`config.mk`:
```
export PLATFORM = sky130hd
export DESIGN_NAME = serial_subtractor
export DESIGN_NICKNAME = d
export VERILOG_FILES = /design/src/rtl/serial_subtractor.sv
export SDC_FILE = /design/constraint.sdc
export NUM_CORES = 1
export LEC_CHECK = 0
export ABC_AREA = 1
export CAP_MARGIN = 20
export CELL_PAD_IN_SITES_DETAIL_PLACEMENT = 1
export CELL_PAD_IN_SITES_GLOBAL_PLACEMENT = 1
export CORE_ASPECT_RATIO = 0.5
export CORE_UTILIZATION = 42
export CTS_CLUSTER_DIAMETER = 150
export DETAILED_ROUTE_END_ITERATION = 7
export PLACE_DENSITY = 0.94
export SYNTH_ARGS = -nofsm -noshare
export SYNTH_HDL_FRONTEND = slang
export SYNTH_SLANG_ARGS = --single-unit
```
`constraint.sdc`:
```
create_clock -name clk -period 2.4 [get_ports clk]
set_input_delay 0.24 -clock clk [delete_from_list [all_inputs] [get_ports clk]]
set_output_delay 0.24 -clock clk [all_outputs]
set_load 0.03 [all_outputs]
```
`src/rtl/serial_subtractor.sv`:
```
// serial_subtractor: bit-serial unsigned A - B, LSB first, one full-subtractor cell plus a borrow flop.
// Start/done handshake; result, borrow and zero flag held until the next completion. Rev 1.0
`default_nettype none

module serial_subtractor #(
  parameter int WIDTH = 8
) (
  input  logic             clk,
  input  logic             rst_n,
  input  logic             start,
  input  logic [WIDTH-1:0] a,
  input  logic [WIDTH-1:0] b,
  output logic             busy,
  output logic             done,
  output logic [WIDTH-1:0] diff,
  output logic             borrow_out,
  output logic             zero
);

  localparam int c_CNT_W = (WIDTH > 2) ? $clog2(WIDTH) : 1;
  localparam logic [c_CNT_W-1:0] c_LAST_CNT = c_CNT_W'(WIDTH - 1);

  typedef enum logic [1:0] {
    IDLE  = 2'd0,
    SHIFT = 2'd1,
    DONE  = 2'd2
  } state_t;

  state_t               r_state;
  logic [WIDTH-1:0]     r_a;
  logic [WIDTH-1:0]     r_b;
  logic [WIDTH-1:0]     r_res;
  logic                 r_br;
  logic [c_CNT_W-1:0]   r_cnt;

  logic                 w_d;
  logic                 w_br_next;
  logic [WIDTH-1:0]     w_res_next;

  // Full-subtractor cell on the current LSBs; new bit enters the result at the MSB.
  always_comb begin
    w_d        = r_a[0] ^ r_b[0] ^ r_br;
    w_br_next  = (~r_a[0] & r_b[0]) | (~r_a[0] & r_br) | (r_b[0] & r_br);
    w_res_next = {w_d, r_res[WIDTH-1:1]};
  end

  always_ff @(posedge clk or negedge rst_n) begin
    if (!rst_n) begin
      r_state    <= IDLE;
      r_a        <= '0;
      r_b        <= '0;
      r_res      <= '0;
      r_br       <= 1'b0;
      r_cnt      <= '0;
      busy       <= 1'b0;
      done       <= 1'b0;
      diff       <= '0;
      borrow_out <= 1'b0;
      zero       <= 1'b0;
    end else begin
      done <= 1'b0;
      case (r_state)
        IDLE, DONE: begin
          if (start) begin
            r_a     <= a;
            r_b     <= b;
            r_res   <= '0;
            r_br    <= 1'b0;
            r_cnt   <= '0;
            busy    <= 1'b1;
            r_state <= SHIFT;
          end else begin
            r_state <= IDLE;
          end
        end
        SHIFT: begin
          r_a   <= r_a >> 1;
          r_b   <= r_b >> 1;
          r_res <= w_res_next;
          r_br  <= w_br_next;
          r_cnt <= r_cnt + 1'b1;
          if (r_cnt == c_LAST_CNT) begin
            diff       <= w_res_next;
            borrow_out <= w_br_next;
            zero       <= (w_res_next == '0);
            busy       <= 1'b0;
            done       <= 1'b1;
            r_state    <= DONE;
          end
        end
        default: begin
          busy    <= 1'b0;
          r_state <= IDLE;
        end
      endcase
    end
  end

endmodule

`default_nettype wire
```
==> flow_summary.ini, run 1 <==
[cts]
path_clk_slew_ns = 0.08
root_buffer = clkbuf_8
clock-sinks = 41
clk_path_buf_depth = 2
cts_resized = 0
cts_tree = built
cts_made_buffers = 5
cts-hold-fix-buffers = 0
clk_latency_ns = 0.29
cts_setup_buffers = 0
cts-htree-levels = 2

[logic_synthesis]
ys_seq_elements = 41
netlist_area_um2 = 1900
seq_area_frac_synth = 0.540
async_flop_share = 1.00
synth_area_leaders = dfrtp_1 54%, nand2_1 15%, inv_1 7.9%
synth-edff-count = 0
synthTopCellsByCount = 78 x nand2_1, 41 x dfrtp_1, 40 x inv_1
ys.warnings.count = 0
synthFlopType = dfrtp_1
avgSynthCellArea_um2 = 8.59
yosys.cell_count.top_type = nand2_1
synth_cells = 221
synth_top_cell_area_share = 0.540
synth_fp_nets = 243
synth_cell_type_count = 18
yosysTopAreaCell = dfrtp_1

[setup_path]
worst-setup-path-type = reg2out
cp_top_family = buffers and inverters
worstSetupEndpointType = primary output
cp.required_ns = 2.16
crit_chain = clkdlybuf4s50_1
crit_path_max_fanout = 2
critPathLaunchType = flip-flop
cpPeakStageDelay_ns = 0.67
critPathArrivalTime_ns = 1.34
r2r_slack_ns = 0.94
crit_buf_inv = 1
cpMaxStageDelayCell = clkdlybuf4s50_1

[cells_and_area]
fin_nets = 273
drive_above_1_share = 0.0952
antenna_cells = 0
area_growth_pct = 20.2
n_fill_cell = 485

[job]
maxCapViolations = 0

[global_route]
grt_use_total = 0.200
grt_overflow = 0
grt_pass1_vias = 1578
grt_pass1_wl_um = 7530
grt_antenna_before_repair = 0
grt_max_degree = 42

[die]
num_rows = 16
start_util = 0.463
chipHeight_um = 49.6
ioPinCount = 31
die-area_um2 = 4810
core-area_um2 = 4100
die_w_um = 97.1

[sta]
final.period_utilization = 0.658
fin_tns_setup_ns = 0
layout_setup_ws_ns = 0.820
clock_skew_ns = 0.00647
rsz0062_at_grt = no
hold_viol = 0
setup_violations = 0
max_freq_ghz = 0.633
max_slew_margin = 0.401
max_slew.worst_pin.slew_ns = 0.899
maxSlewViolCount = 0
finalCriticalPeriod_ns = 1.58

[min_path]
hp-class = in2async

[placement]
io_buffers = 30
pre_cts_ws_ns = 0.851
gp_congestion = 0.735
dp_hpwl_um = 2900

[route]
drtPass1Iterations = 4
wire_per_inst_um = 14.0
wl_um = 4270
drtIter0Drc = 66
drc_errors = 0
viasPerCell = 4.88
vias = 1493
ant_nets = 0

[power]
power.density_nw_per_um2 = 1430
ir_worst_vdd_uv = 363
p_leak_nw = 1.21

[run_status]
outcome = completed
==> through the flow <==
step           hold slack [ns]  total power [mW]  instance area (um^2)  cells   util
2_1_floorplan          -0.0556              2.38                  1900    221      -
3_3_place_gp             0.402              2.68                  2200    298  0.536
3_5_place_dp             0.425              2.82                  2200    298  0.536
4_1_cts                  0.106              3.29                  2280    306  0.556
5_1_grt                  0.137              3.54                  2280    306  0.556
6_report                0.0695              3.26                  2280    306  0.556
==> metal layers <==
layer,vias to the layer above,GRT usage,part of all wire
li1,729,-,-
met1,735,0.248,0.45
met2,25,0.357,0.51
met3,4,0.0411,0.032
met4,0,0.0647,0.0080
met5,-,0,0
==> cell type report <==
class | instances | area [um^2] | share of cell area
clock inverter | 2 | 10.0 | 0.00439
multi-input combinational | 130 | 639 | 0.280
sequential | 41 | 1030 | 0.450
clock buffer | 6 | 72.6 | 0.0318
timing repair buffer | 30 | 295 | 0.129
tap | 54 | 67.6 | 0.0296
inverter | 43 | 171 | 0.0751
==> logic make-up after synthesis <==
logic type,count (synthesis),synth area share
buffers and inverters,50,0.123
adders and majority gates,3,0.0237
DFF,41,0.540
AOI/OAI and AO/OA,23,0.0830
and+or+nand+nor,104,0.230
==> power by group <==
| part | internal [mW] | total [mW] | switching [mW] | leakage [nW] |
|---|---|---|---|---|
| Sequential | 1.01 | 1.18 | 0.170 | 0.510 |
| Combinational | 0.566 | 1.63 | 1.07 | 0.653 |
| Clock | 0.202 | 0.442 | 0.240 | 0.0450 |
| Total | 1.78 | 3.26 | 1.48 | 1.21 |
==> cell usage in the layout (no fill, tap or decap), types with 3 or more instances in the layout <==
cell,Yosys,routed
dfrtp_1,41,41
clkbuf_8,0,5
o22ai_1,7,7
nand3_1,17,17
nor2_1,5,5
inv_1,40,40
nand2_4,3,3
clkdlybuf4s50_1,0,29
o21ai_0,5,5
o21ai_2,9,9
nand2_1,78,78
==> worst paths after layout <==
check / end / cells past startpoint / from
worst max-delay path: diff[1] / 1 / diff[1]
worst max register to register: r_br / 6 / r_state[1]
min in group clk: r_a[1] / 2 / r_a[1]
worst min-delay path: r_a[3] / 1 / rst_n
max in group asynchronous: r_a[7] / 1 / rst_n
worst min register to register: r_a[1] / 2 / r_a[1]
==> sequential cells by signal, indices dropped and copies added (netlist names) <==
name        flops
r_cnt           3
r_b             8
zero            1
r_state         2
r_res           7
r_br            1
r_a             8
busy            1
done            1
diff            8
borrow_out      1
Power figures use the tool's default switching activity.
==> inputs of run 2 (changes only) <==
Settings changed: CORE_UTILIZATION 42 to 35, PLACE_DENSITY 0.94 to 0.85.
Clock period 2.4 ns to 1.4 ns, I/O delays scaled along.
==> flow_summary.ini, run 2 (synthesis gave the netlist of run 1 again) <==
[route]
ant_nets = 0
wl_met2_um = 2150
top_layer = met4
vias = 1527
wl_met3_um = 121
drc_errors = 0
wl_um = 4210
wl_met1_um = 1910
drtIter0Drc = 58
drtPass1Iterations = 4
wire_per_inst_um = 12.7
viasPerCell = 4.63

[placement]
io_buffers = 30
dp_hpwl_um = 3000
place_area_um2 = 2280
gp_congestion = 0.737
numPlacedInstances = 320
pre_cts_ws_ns = 0.0544

[power]
power.density_nw_per_um2 = 2400
ir_worst_vdd_uv = 813
p_leak_nw = 1.28

[sta]
timing.hold.ws_ns = 0.433
finalCriticalPeriod_ns = 1.35
hold_viol = 0
maxSlewViolCount = 0
setup_violations = 0
max_slew_margin = 0.645
final.period_utilization = 0.966
rsz0062_at_grt = yes
max_freq_ghz = 0.739
clock_skew_ns = 0.00558
max_slew.worst_pin.slew_ns = 0.533
layout_setup_ws_ns = 0.0470

[die]
core-area_um2 = 5070
die_w_um = 106
chipHeight_um = 54.1
die-area_um2 = 5740
ioPinCount = 31
start_util = 0.375
num_rows = 18

[cts]
clock-sinks = 41
cts_tree = built
cts_made_buffers = 5
cts-htree-levels = 2
clk_latency_ns = 0.29
path_clk_slew_ns = 0.08
root_buffer = clkbuf_8
clk_path_buf_depth = 2

[cells_and_area]
final_cells = 330
fin_nets = 281
final_cell_mix = 78 x nand2_1, 41 x dfrtp_1, 40 x inv_1, 17 x nand3_1, 17 x clkdlybuf4s50_1
fin_util = 0.467
area_growth_pct = 24.7
final_common_cell = nand2_1
n_fill_cell = 598
drive_above_1_share = 0.127
fin_area_um2 = 2370
antenna_cells = 0
reg.largest.list = diff: 8 flops, r_a: 8 flops, r_b: 8 flops

[setup_path]
worst-setup-path-type = reg2reg
path_common_cell = nand2_1
worstSetupEndpointType = flip-flop
cpMaxStageDelayCell = fa_1
crit_path_max_fanout = 2
cp_top_family = adder cells
crit_chain = fa_1 > nand2_1 > nor2_1 > nand3_1 > nand2_1
cpPeakStageDelay_ns = 0.59
critPathLaunchType = flip-flop
cp.required_ns = 1.64
crit_buf_inv = 0
critPathArrivalTime_ns = 1.59

[global_route]
grt_pass1_vias = 1603
grt_overflow = 0
grt_antenna_before_repair = 0
grt_pass1_wl_um = 7250
grt_use_total = 0.166
grt_max_degree = 42

[run_status]
outcome = completed

[min_path]
hp-class = in2reg

[job]
maxCapViolations = 0
-- run 2: cell types whose count changed in the layout (fill, tap and decap cells not counted), sizes merged --
cell / delta
clkinvlp: +1
dlygate4sd2: +12
clkdlybuf4s50: -12
dlygate4sd3: +1
clkbuf: -1
buf: +7
-- run 2: power by group --
group	leakage, nW	total (mW)	internal (mW)	switching (mW)
combinational	0.728	2.91	1.06	1.86
clock	0.0439	0.760	0.344	0.416
sequential	0.510	2.01	1.74	0.277
total	1.28	5.68	3.14	2.55
-- run 2: layout make-up --
type,instances,area (um^2),share of cell area
clock buffers,5,68.8,0.0291
multi-input cells,130,642,0.271
inverters,43,171,0.0724
well taps,70,87.6,0.0370
flip-flops and latches,41,1030,0.433
repair buffers,38,355,0.150
clock inverters,3,17.5,0.00740
-- run 2: worst paths after layout --
kind                            startpoint        to  cells after the start  slack, ns
worst min register to register    r_cnt[0]  r_cnt[0]                      1       0.48
worst max register to register      r_b[0]      zero                      5       0.05
min in group asynchronous            rst_n    r_a[2]                      3       0.46
worst max-delay path                r_b[0]      zero                      5       0.05
worst min-delay path                  a[7]    r_a[7]                      3       0.43
max in group asynchronous            rst_n   diff[0]                      3       0.57
-- run 2: worst register-to-register path: stages, from the launching register on --
cell and delay [ns]:
dfrtp_1 0.40, fa_1 0.59, nand2_1 0.06, nor2_1 0.08, nand3_1 0.10, nand2_1 0.07
-- run 2: through the flow --
| stage | setup TNS, ns | total power [mW] |
|---|---|---|
| after floorplan | 0 | 4.08 |
| after global placement | 0 | 4.85 |
| after detailed placement | 0 | 5.05 |
| after CTS | 0 | 5.73 |
| after global routing | -0.00159 | 6.18 |
| final | 0 | 5.68 |
-- run 2: layer usage --
metal | track usage | vias to the layer above
met5 | 0 | -
met4 | 0.0417 | 0
met3 | 0.0375 | 5
li1 | - | 740
met1 | 0.190 | 760
met2 | 0.323 | 22
-- run 2: what timing repair did --
| action | 4_1_cts | 5_1_grt |
|---|---|---|
| gates resized for setup | 12 | 1 |
| pin swaps | 0 | 4 |
| endpoints found under the setup margin | 12 | 6 |
| hold buffers | 1 | 0 |
| buffers inserted | 0 | 1 |
| endpoints found under the hold margin | 41 | 0 |
==> inputs of run 3 (changes only) <==
Settings changed: ABC_CLOCK_PERIOD_IN_PS from default to 1400, MAX_ROUTING_LAYER from default to met4.
==> flow_summary.ini, run 3 (synthesis gave the netlist of run 1 again) <==
[run_status]
outcome = completed

[cts]
clk_path_buf_depth = 2
cts_tree = built
clk_latency_ns = 0.29
cts_made_buffers = 5
path_clk_slew_ns = 0.08
cts-htree-levels = 2
root_buffer = clkbuf_8
clock-sinks = 41

[route]
wire_per_inst_um = 12.9
drtIter0Drc = 63
vias = 1522
wl_um = 4250
ant_nets = 0
viasPerCell = 4.61
drtPass1Iterations = 4
drc_errors = 0

[job]
maxCapViolations = 0

[min_path]
min_to = r_a[7]
min_from = a[7]
hp-class = in2reg
min_path_cells = 3

[sta]
clock_skew_ns = 0.00568
final.period_utilization = 0.964
maxSlewViolCount = 0
finalCriticalPeriod_ns = 1.35
rsz0062_at_grt = yes
timing.hold.ws_ns = 0.433
hold_viol = 0
max_slew_margin = 0.646
max_slew.worst_pin.slew_ns = 0.531
max_freq_ghz = 0.741
setup_violations = 0

[power]
clkPwrFrac = 0.133
p_seq_frac = 0.354
p_leak_nw = 1.28
design_power_total_mw = 5.69
swShare = 0.449
ir_worst_vdd_uv = 813
p_comb_frac = 0.513
p_int_mw = 3.14
power.density_nw_per_um2 = 2400
switchingPower_mw = 2.55

[die]
die_w_um = 106
ioPinCount = 31
num_rows = 18
start_util = 0.375
chipHeight_um = 54.1
core-area_um2 = 5070
die-area_um2 = 5740

[setup_path]
critPathLaunchType = flip-flop
r2r_end = zero
worstSetupEndpointType = flip-flop
cp.required_ns = 1.64
worst-setup-path-type = reg2reg
crit_path_max_fanout = 2
rr_startpoint = r_b[0]
critPathArrivalTime_ns = 1.59
rr_worst_depth = 5
r2r_slack_ns = 0.05

[global_route]
grt_antenna_before_repair = 0
grt_max_degree = 42
grt_pass1_wl_um = 7250
grt_use_total = 0.171
grt_pass1_vias = 1603
grt_overflow = 0

[cells_and_area]
multi_input_area_um2 = 642
final_common_cell = nand2_1
final_cell_mix = 78 x nand2_1, 41 x dfrtp_1, 40 x inv_1, 17 x nand3_1, 17 x clkdlybuf4s50_1
register_area_um2 = 1030
n_fill_cell = 598
area_growth_pct = 24.7
antenna_cells = 0
drive_above_1_share = 0.127
fin_util = 0.467
fin_nets = 281
reg.largest.list = diff: 8 flops, r_a: 8 flops, r_b: 8 flops

[placement]
io_buffers = 30
gp_congestion = 0.746
dp_hpwl_um = 3000
## run 3: cell counts in the layout (fill, tap and decap cells not counted)
Identical to the previous run, type by type.
## run 3: worst max-delay path by stage
| stage | from | slack [ns] | to | depth (start not counted) |
|---|---|---|---|---|
| after global placement | r_a[0] | 0.06 | zero | 6 |
| after detailed placement | start | 0.05 | r_br | 6 |
| after global routing | r_b[0] | -0.002 | zero | 5 |
| after floorplan | r_a[0] | 0.11 | zero | 6 |
| final | r_b[0] | 0.05 | zero | 5 |
| after CTS | r_a[0] | 0.04 | zero | 6 |
## run 3: area by class of cell
cell class,instances,area share
Multi-Input combinational cell,130,0.271
Clock inverter,3,0.00740
Clock buffer,5,0.0291
Timing Repair Buffer,38,0.150
Tap cell,70,0.0370
Sequential cell,41,0.433
Inverter,43,0.0724
## run 3: metrics by stage
stage / cell area (um^2) / instances / setup slack (ns) / TNS [ns]
2_1_floorplan: 1900 / 221 / 0.115 / 0
3_3_place_gp: 2280 / 320 / 0.0635 / 0
6_report: 2370 / 330 / 0.0510 / 0
4_1_cts: 2360 / 329 / 0.0434 / 0
5_1_grt: 2370 / 330 / -0.00159 / -0.00159
3_5_place_dp: 2280 / 320 / 0.0544 / 0
## run 3: power by group through the flow
stage               registers [mW]  clock network, mW  logic (mW)
floorplan                     2.28                  0        1.80
CTS                           2.02              0.780        2.94
global route                  2.09              0.826        3.27
detailed placement            2.04                  0        3.01
global placement              2.00                  0        2.85
finish                        2.01              0.759        2.92
## run 3: repair_timing
action                                 4_1_cts  5_1_grt
buffers inserted                             0        1
gates resized for setup                     12        1
endpoints found under the hold margin       41        0
pin swaps                                    0        4
setup endpoints to repair                   12        6
hold buffers                                 1        0
## run 3: critical path, cell delays in order, from the launching register on
cell and delay, ns:
dfrtp_1 0.40, fa_1 0.58, nand2_1 0.06, nor2_1 0.08, nand3_1 0.09, nand2_1 0.07
## run 3: per-layer routing
metal / track usage / part of all wire / vias to the layer above
li1: - / - / 740
met1: 0.192 / 0.46 / 756
met2: 0.320 / 0.51 / 21
met3: 0.0375 / 0.028 / 5
met4: 0.0417 / 0.0054 / 0
met5: - / 0 / -
